## src/rtl/mul_pipe_tree.sv

```systemverilog
// Pipelined WIDTH x WIDTH multiplier: registered operand stage, binary adder tree of
// partial products (one register level per stage), output register; valid/ready stall.
// Optional signed mode behind `define MUL_PIPE_TREE_SIGNED_EN (adds mul_signed input).
module mul_pipe_tree #(
    parameter int WIDTH = 8
) (
    input  logic                 clk,
    input  logic                 rst_n,
    input  logic [WIDTH-1:0]     mul_a,
    input  logic [WIDTH-1:0]     mul_b,
`ifdef MUL_PIPE_TREE_SIGNED_EN
    input  logic                 mul_signed,
`endif
    input  logic                 in_valid,
    output logic                 in_ready,
    output logic [2*WIDTH-1:0]   mul_out,
    output logic                 out_valid,
    input  logic                 out_ready
);

    localparam int LVL = $clog2(WIDTH);
    localparam int PW  = 2 * WIDTH;

    logic             advance;
    logic [WIDTH-1:0] a_r;
    logic [WIDTH-1:0] b_r;
    logic             v0;
    logic             sgn_r;
    logic [PW-1:0]    a_ext;
    logic [PW-1:0]    pp [WIDTH];

    // A held output stalls the whole pipe, so nothing moves and nothing is accepted.
    assign advance  = !(out_valid && !out_ready);
    assign in_ready = advance;

    // NOTE: state uses non-blocking assignments so every stage samples pre-edge values.
    always_ff @(posedge clk or negedge rst_n) begin
        if (!rst_n) begin
            a_r <= '0;
            b_r <= '0;
            v0  <= 1'b0;
        end else if (advance) begin
            v0  <= in_valid;
            a_r <= in_valid ? mul_a : '0;
            b_r <= in_valid ? mul_b : '0;
        end
    end

`ifdef MUL_PIPE_TREE_SIGNED_EN
    always_ff @(posedge clk or negedge rst_n) begin
        if (!rst_n) begin
            sgn_r <= 1'b0;
        end else if (advance) begin
            sgn_r <= in_valid && mul_signed;
        end
    end
`else
    assign sgn_r = 1'b0;
`endif

    // Two's complement: sign-extend a, and the MSB row of b carries negative weight.
    always_comb begin
        // NOTE: every output gets a default before any condition, so no latch is inferred.
        a_ext = {{WIDTH{sgn_r & a_r[WIDTH-1]}}, a_r};
        for (int i = 0; i < WIDTH; i++) begin
            pp[i] = '0;
            if (b_r[i]) pp[i] = a_ext << i;
        end
        if (sgn_r && b_r[WIDTH-1]) pp[WIDTH-1] = -(a_ext << (WIDTH - 1));
    end

    for (genvar k = 1; k <= LVL; k++) begin : g_lvl
        localparam int N = WIDTH >> k;
        logic [PW-1:0] sum [N];
        logic [PW-1:0] src [2*N];
        logic          src_vld;
        logic          vld;

        if (k == 1) begin : g_src
            assign src     = pp;
            assign src_vld = v0;
        end else begin : g_src
            assign src     = g_lvl[k-1].sum;
            assign src_vld = g_lvl[k-1].vld;
        end

        // NOTE: tree data registers are reset too, so no stale sum can reach mul_out.
        always_ff @(posedge clk or negedge rst_n) begin
            if (!rst_n) begin
                vld <= 1'b0;
                for (int j = 0; j < N; j++) sum[j] <= '0;
            end else if (advance) begin
                vld <= src_vld;
                for (int j = 0; j < N; j++) sum[j] <= src[2*j] + src[2*j+1];
            end
        end
    end

    always_ff @(posedge clk or negedge rst_n) begin
        if (!rst_n) begin
            out_valid <= 1'b0;
            mul_out   <= '0;
        end else if (advance) begin
            out_valid <= g_lvl[LVL].vld;
            mul_out   <= g_lvl[LVL].vld ? g_lvl[LVL].sum[0] : '0;
        end
    end

endmodule

```

## config.mk

```make
export PLATFORM = sky130hd
export DESIGN_NAME = mul_pipe_tree
export DESIGN_NICKNAME = d
export VERILOG_FILES = /design/src/rtl/mul_pipe_tree.sv
export SDC_FILE = /design/constraint.sdc
export NUM_CORES = 1
export LEC_CHECK = 0
export BUFFER_PORTS_ARGS = -buffer_cell sky130_fd_sc_hd__buf_2
export CAP_MARGIN = 20
export CELL_PAD_IN_SITES_DETAIL_PLACEMENT = 0
export CELL_PAD_IN_SITES_GLOBAL_PLACEMENT = 1
export CORE_ASPECT_RATIO = 0.6
export CORE_MARGIN = 3
export CORE_UTILIZATION = 43
export DETAILED_ROUTE_END_ITERATION = 10
export PLACE_DENSITY = 0.88
export RECOVER_POWER = 25
export SKIP_LAST_GASP = 1
export SYNTH_ARGS = -nofsm -noshare
export SYNTH_HDL_FRONTEND = slang
export SYNTH_SLANG_ARGS = --single-unit
export TNS_END_PERCENT = 1
```

## constraint.sdc

```tcl
create_clock -name clk -period 2.3 [get_ports clk]
set_input_delay 0.23 -clock clk [delete_from_list [all_inputs] [get_ports clk]]
set_output_delay 0.23 -clock clk [all_outputs]
set_load 0.02 [all_outputs]
```

## Word level (Yosys, flattened, before mapping)

Cells that the tools add are included.

- Multiplexer cells: 11
- Reductions and logical operators: 3
- Add/subtract/negate cells: 7

Operators by type and width:

| kind | count |
|---|---|
| adder 16 bit | 3 |
| two-way mux 8 bit | 3 |
| adder 14 x 15 -> 16 bit | 1 |
| two-way mux 16 bit | 1 |
| two-way mux 15 bit | 1 |
| adder 12 x 13 -> 14 bit | 1 |
| two-way mux 14 bit | 1 |
| two-way mux 13 bit | 1 |
| adder 10 x 11 -> 12 bit | 1 |
| two-way mux 12 bit | 1 |
| two-way mux 11 bit | 1 |
| adder 8 x 9 -> 10 bit | 1 |
| two-way mux 10 bit | 1 |
| two-way mux 9 bit | 1 |
| logical NOT 1 bit | 2 |
| logical AND 1 bit | 1 |

- Flip-flop bits (word level): 149
- Bits of input ports: 20
- Word-level logic and storage cells: 36

## Longest topological paths before layout

- Word-level depth: 3
- Gate-level depth with buffers: 11

## Least setup slack after synthesis

Ideal clock, no wire load.

- Path type: reg2reg
- Start point: register a_r[0]
- End point: register g_lvl[1].sum[55] (netlist bit)
- Period minus slack after synthesis: 2.232 ns
- Cell stages (with the launch flop): 11
- Path slack: 0.068 ns
- Arrival time: 2.095 ns
- Path through: dfrtp_1 -> clkbuf_1 -> and2_1 -> ha_1 -> fa_1 -> a21o_1 -> a21oi_1 -> o21bai_1 -> a21oi_1 -> xnor2_1 -> a21oi_1

- Longest elaborated chain between the ends: 2
- Elaborated cells on any way between the ends: 3

RTL lines:

| element | RTL line | RTL |
|---|---|---|
| start: declaration | 25 | `logic [WIDTH-1:0] a_r;` |
| start signal: assignment | 44 | `a_r <= in_valid ? mul_a : '0;` |
| two-way mux 8 bit / two-way mux 9 bit (equally long branches) | 67 | `if (b_r[i]) pp[i] = a_ext << i;` |
| adder 8 x 9 -> 10 bit * | 94 | `for (int j = 0; j < N; j++) sum[j] <= src[2*j] + src[2*j+1];` |
| end: declaration | 74 | `logic [PW-1:0] sum [N];` |

Mark *: on every way between the ends. The rest lies on a longest branch, timed or not.
A chain may end at the register's enable or synchronous reset.

## Final worst setup path

- Start point: register a_r[1]
- End point: register g_lvl[1].sum[55] (netlist bit)

The elaborated chain is that of the path after synthesis.

==> out/results.tsv <==
stage	metric	value	unit
run_status	status	completed	
setup_path	r2r_slack	30	ps
cells_and_area	drive_gt1_frac	0.123	
place	hpwl	10.4	mm
place	dp_slack	-46.6	ps
power_and_ir_drop	p_seq_frac	0.371	
cells_and_area	nFillCells	1470	
synthesis	syn_nets	863	
floorplanning	coreArea	15500	sq um
route	drt_pass1_iterations	5	
global_route	grt_pass1_vias	4931	
power_and_ir_drop	clkPwrFrac	0.305	
setup_path	endpoint_kind	flip-flop	
floorplanning	die_area	17600	sq um
clock_network	numCtsBuffers	17	
power_and_ir_drop	p_sw_frac	0.374	
place	io_buffers	37	
global_route	antenna_found_initial	0	
synthesis	yosys-top-cells-count	nand2_1, dfrtp_1, a21oi_1, ha_1, and2_1	
power_and_ir_drop	p_switching	3.30	mW
synthesis	synth-seq-cells	118	
setup_path	cp.required	2570	ps
setup_path	arrival	2540	ps
setup_path	cp_max_fo	7	
synthesis	yosys_warnings	0	
timing	finalWorstSetupSlack	26.2	ps
timing	post-route-period-util	0.989	
floorplanning	fp.dieH	104	um
floorplanning	start_util	0.443	
timing	rsz0062_at_grt	yes	
synthesis	synth_ff_type	dfrtp_1	
cells_and_area	post-route-util	0.512	
timing	drv_slew	0	
cells_and_area	nNetsFinal	903	
power_and_ir_drop	power_frac_comb	0.324	
power_and_ir_drop	ir_worst_vdd	0.000582	V
worst_hold_path	worstHoldEndpoint	a_r[4]	
power_and_ir_drop	p_leak	4.05	nW
clock_network	root_buffer	clkbuf_16	
synthesis	synth.most_common_cell	nand2_1	
timing	fmax	0.440	GHz
synthesis	syn_area	6870	sq um
worst_hold_path	hold_depth	3	
timing	tightest_slew	1020	ps
setup_path	r2r-start	a_r[1]	
synthesis	synth-edff-count	0	
global_route	grt_max_degree	124	
floorplanning	fp.dieW	169	um
route	wl	15.1	mm
route	drtAntennaViolNets	0	
synthesis	synth_area_leaders	dfrtp_1, nand2_1, ha_1	
global_route	grt.overflow.total	0	
synthesis	yosys.area.top_type	dfrtp_1	
power_and_ir_drop	p_int	5.52	mW
setup_path	r2r_end	g_lvl[1].sum[55]	
place	gp_congestion	0.807	
cells_and_area	area_delta_synth_final	15.6	%
clock_network	clock_latency	420	ps
floorplanning	io_pins	38	
cells_and_area	antenna-diode-count	0	
route	drt_iter0_drc	415	
synthesis	avgSynthCellArea	8.77	sq um
timing	layout_min_cycle_time	2270	ps
route	num_vias	5287	
clock_network	cts_tree	built	
global_route	grt.total_usage	0.179	
clock_network	cts_max_path_buffers	2	
job	cap_violations	0	
timing	clock_skew	9.47	ps
synthesis	ys_seq_area_frac	0.430	
route	routedWlPerCell	14.5	um
worst_hold_path	hold_start	mul_a[4]	
synthesis	synth_cell_types	43	
clock_network	clkSinkCount	118	
setup_path	crit_type	flip-flop to flip-flop	
route	drc	0	
timing	max_slew_margin	0.320	
synthesis	postSynth.asyncResetShare	1.00	
setup_path	reg2regPathDepth	9	
clock_network	h-tree-depth	4	
synthesis	yosys.area.top_type_share	0.430	
global_route	grt_pass1_wl	25.3	mm
worst_hold_path	hp-class	primary input to flip-flop	
synthesis	synthCells	783	
timing	hold_violations	0	
floorplanning	row_count	35	
clock_network	path_clk_slew	60	ps
power_and_ir_drop	powerDensity	1110	nW/um^2
timing	setup-violations-final	0	
route	avgViaCountPerCell	5.09	
setup_path	startpoint_type	flip-flop	
## flip-flops by register name (all words and copies together), names as in the netlist
register       cells
g_lvl.vld          3
g_lvl.src_vld      1
a_r                8
g_lvl.sum         81
out_valid          1
mul_out           16
b_r                8
## timing repair
item / CTS / global route
setup buffers: 0 / 3
hold endpoints to repair: 37 / 0
resized for setup: 1 / 8
pin swaps: 0 / 4
setup endpoints to repair: 2 / 15
hold buffers: 1 / 0
## per-stage QoR
| stage | instance area (sq um) | hold WS (ps) | instances | total power, mW | setup TNS (ps) |
|---|---|---|---|---|---|
| after global placement | 7310 | 250 | 1003 | 6.06 | 0 |
| after global routing | 7940 | 40.7 | 1039 | 9.47 | -658 |
| after CTS | 7920 | 29.9 | 1036 | 8.88 | 0 |
| after floorplan | 6870 | -65.6 | 783 | 5.33 | 0 |
| final | 7940 | 39.7 | 1039 | 8.82 | 0 |
| after detailed placement | 7310 | 254 | 1003 | 6.15 | -70.9 |
## placed cells by master, fill, tap and decap left out, types with 2 or more instances in the layout
master / netlist / final
inv_6: 0 / 6
a211oi_1: 4 / 4
o31ai_1: 10 / 10
or3_1: 3 / 3
clkinvlp_4: 0 / 2
dfrtp_1: 118 / 113
o21bai_1: 6 / 6
xor2_1: 18 / 18
clkbuf_16: 0 / 17
buf_2: 0 / 37
ha_1: 53 / 53
o21ba_2: 2 / 2
nor2b_1: 6 / 5
clkinv_4: 0 / 3
a21o_1: 11 / 11
inv_1: 23 / 23
fa_1: 7 / 6
buf_4: 0 / 15
o211ai_1: 2 / 2
nor3b_1: 3 / 3
or2_2: 3 / 3
dfrtp_2: 0 / 5
a21oi_1: 55 / 52
nand2b_1: 6 / 6
xnor2_1: 22 / 22
a21oi_2: 0 / 3
a31oi_1: 9 / 9
and2_1: 52 / 52
nor2_1: 42 / 42
o21a_1: 10 / 10
nand2_1: 182 / 182
o21ai_0: 40 / 40
nand3_1: 37 / 37
bufinv_16: 0 / 2
nor3_1: 11 / 11
## layer usage
layer	up-vias	track usage	share of wire
met5	-	0	0
met4	0	0.0455	0.0069
met3	11	0.0399	0.038
met2	93	0.229	0.39
met1	2448	0.297	0.57
li1	2735	-	-
## worst max path at each step
stage / start / to / slack, ps / depth (start not counted)
6_report: a_r[1] / g_lvl[1].sum[55] / 30 / 9
5_1_grt: a_r[1] / g_lvl[1].sum[15] / -80 / 11
4_1_cts: a_r[1] / g_lvl[1].sum[55] / 2 / 9
3_5_place_dp: a_r[1] / g_lvl[1].sum[55] / -50 / 9
3_3_place_gp: a_r[1] / g_lvl[1].sum[55] / 20 / 9
2_1_floorplan: a_r[0] / g_lvl[1].sum[55] / 70 / 10
## final cells by class
cell class | instances | area, sq um | share of cell area
sequential | 118 | 2960 | 0.373
tap | 203 | 254 | 0.0320
clock buffer | 18 | 429 | 0.0540
inverter | 24 | 91.3 | 0.0115
timing repair buffer | 55 | 333 | 0.0419
multi-input combinational | 607 | 3710 | 0.467
clock inverter | 14 | 165 | 0.0208
## power groups by stage
stage	registers [mW]	logic, mW	clock network, mW
2_1_floorplan	3.23	2.11	0
3_3_place_gp	3.27	2.80	0
3_5_place_dp	3.31	2.84	0
4_1_cts	3.28	2.88	2.73
5_1_grt	3.37	3.27	2.84
6_report	3.27	2.86	2.69
## logic make-up (layout without fill, tap and decap cells)
| group | after synthesis | count (layout) | share of synthesized area |
|---|---|---|---|
| AND/OR/NAND/NOR | 348 | 348 | 0.228 |
| AO/OA/AOI/OAI | 158 | 158 | 0.140 |
| flip-flops | 118 | 118 | 0.430 |
| adder cells (fa/ha/maj) | 60 | 60 | 0.117 |
| buffers and inverters | 58 | 111 | 0.0328 |
| XOR/XNOR | 40 | 40 | 0.0510 |
| multiplexers | 1 | 1 | 0.00146 |
## critical path: stages (launching register included)
cell	delay, ps
dfrtp_2	450
and2_1	170
ha_1	220
fa_1	410
a21o_1	200
a21oi_1	180
o21bai_1	90
a21oi_2	180
xnor2_1	130
a21oi_1	80
(Power assumes the default switching activity.)
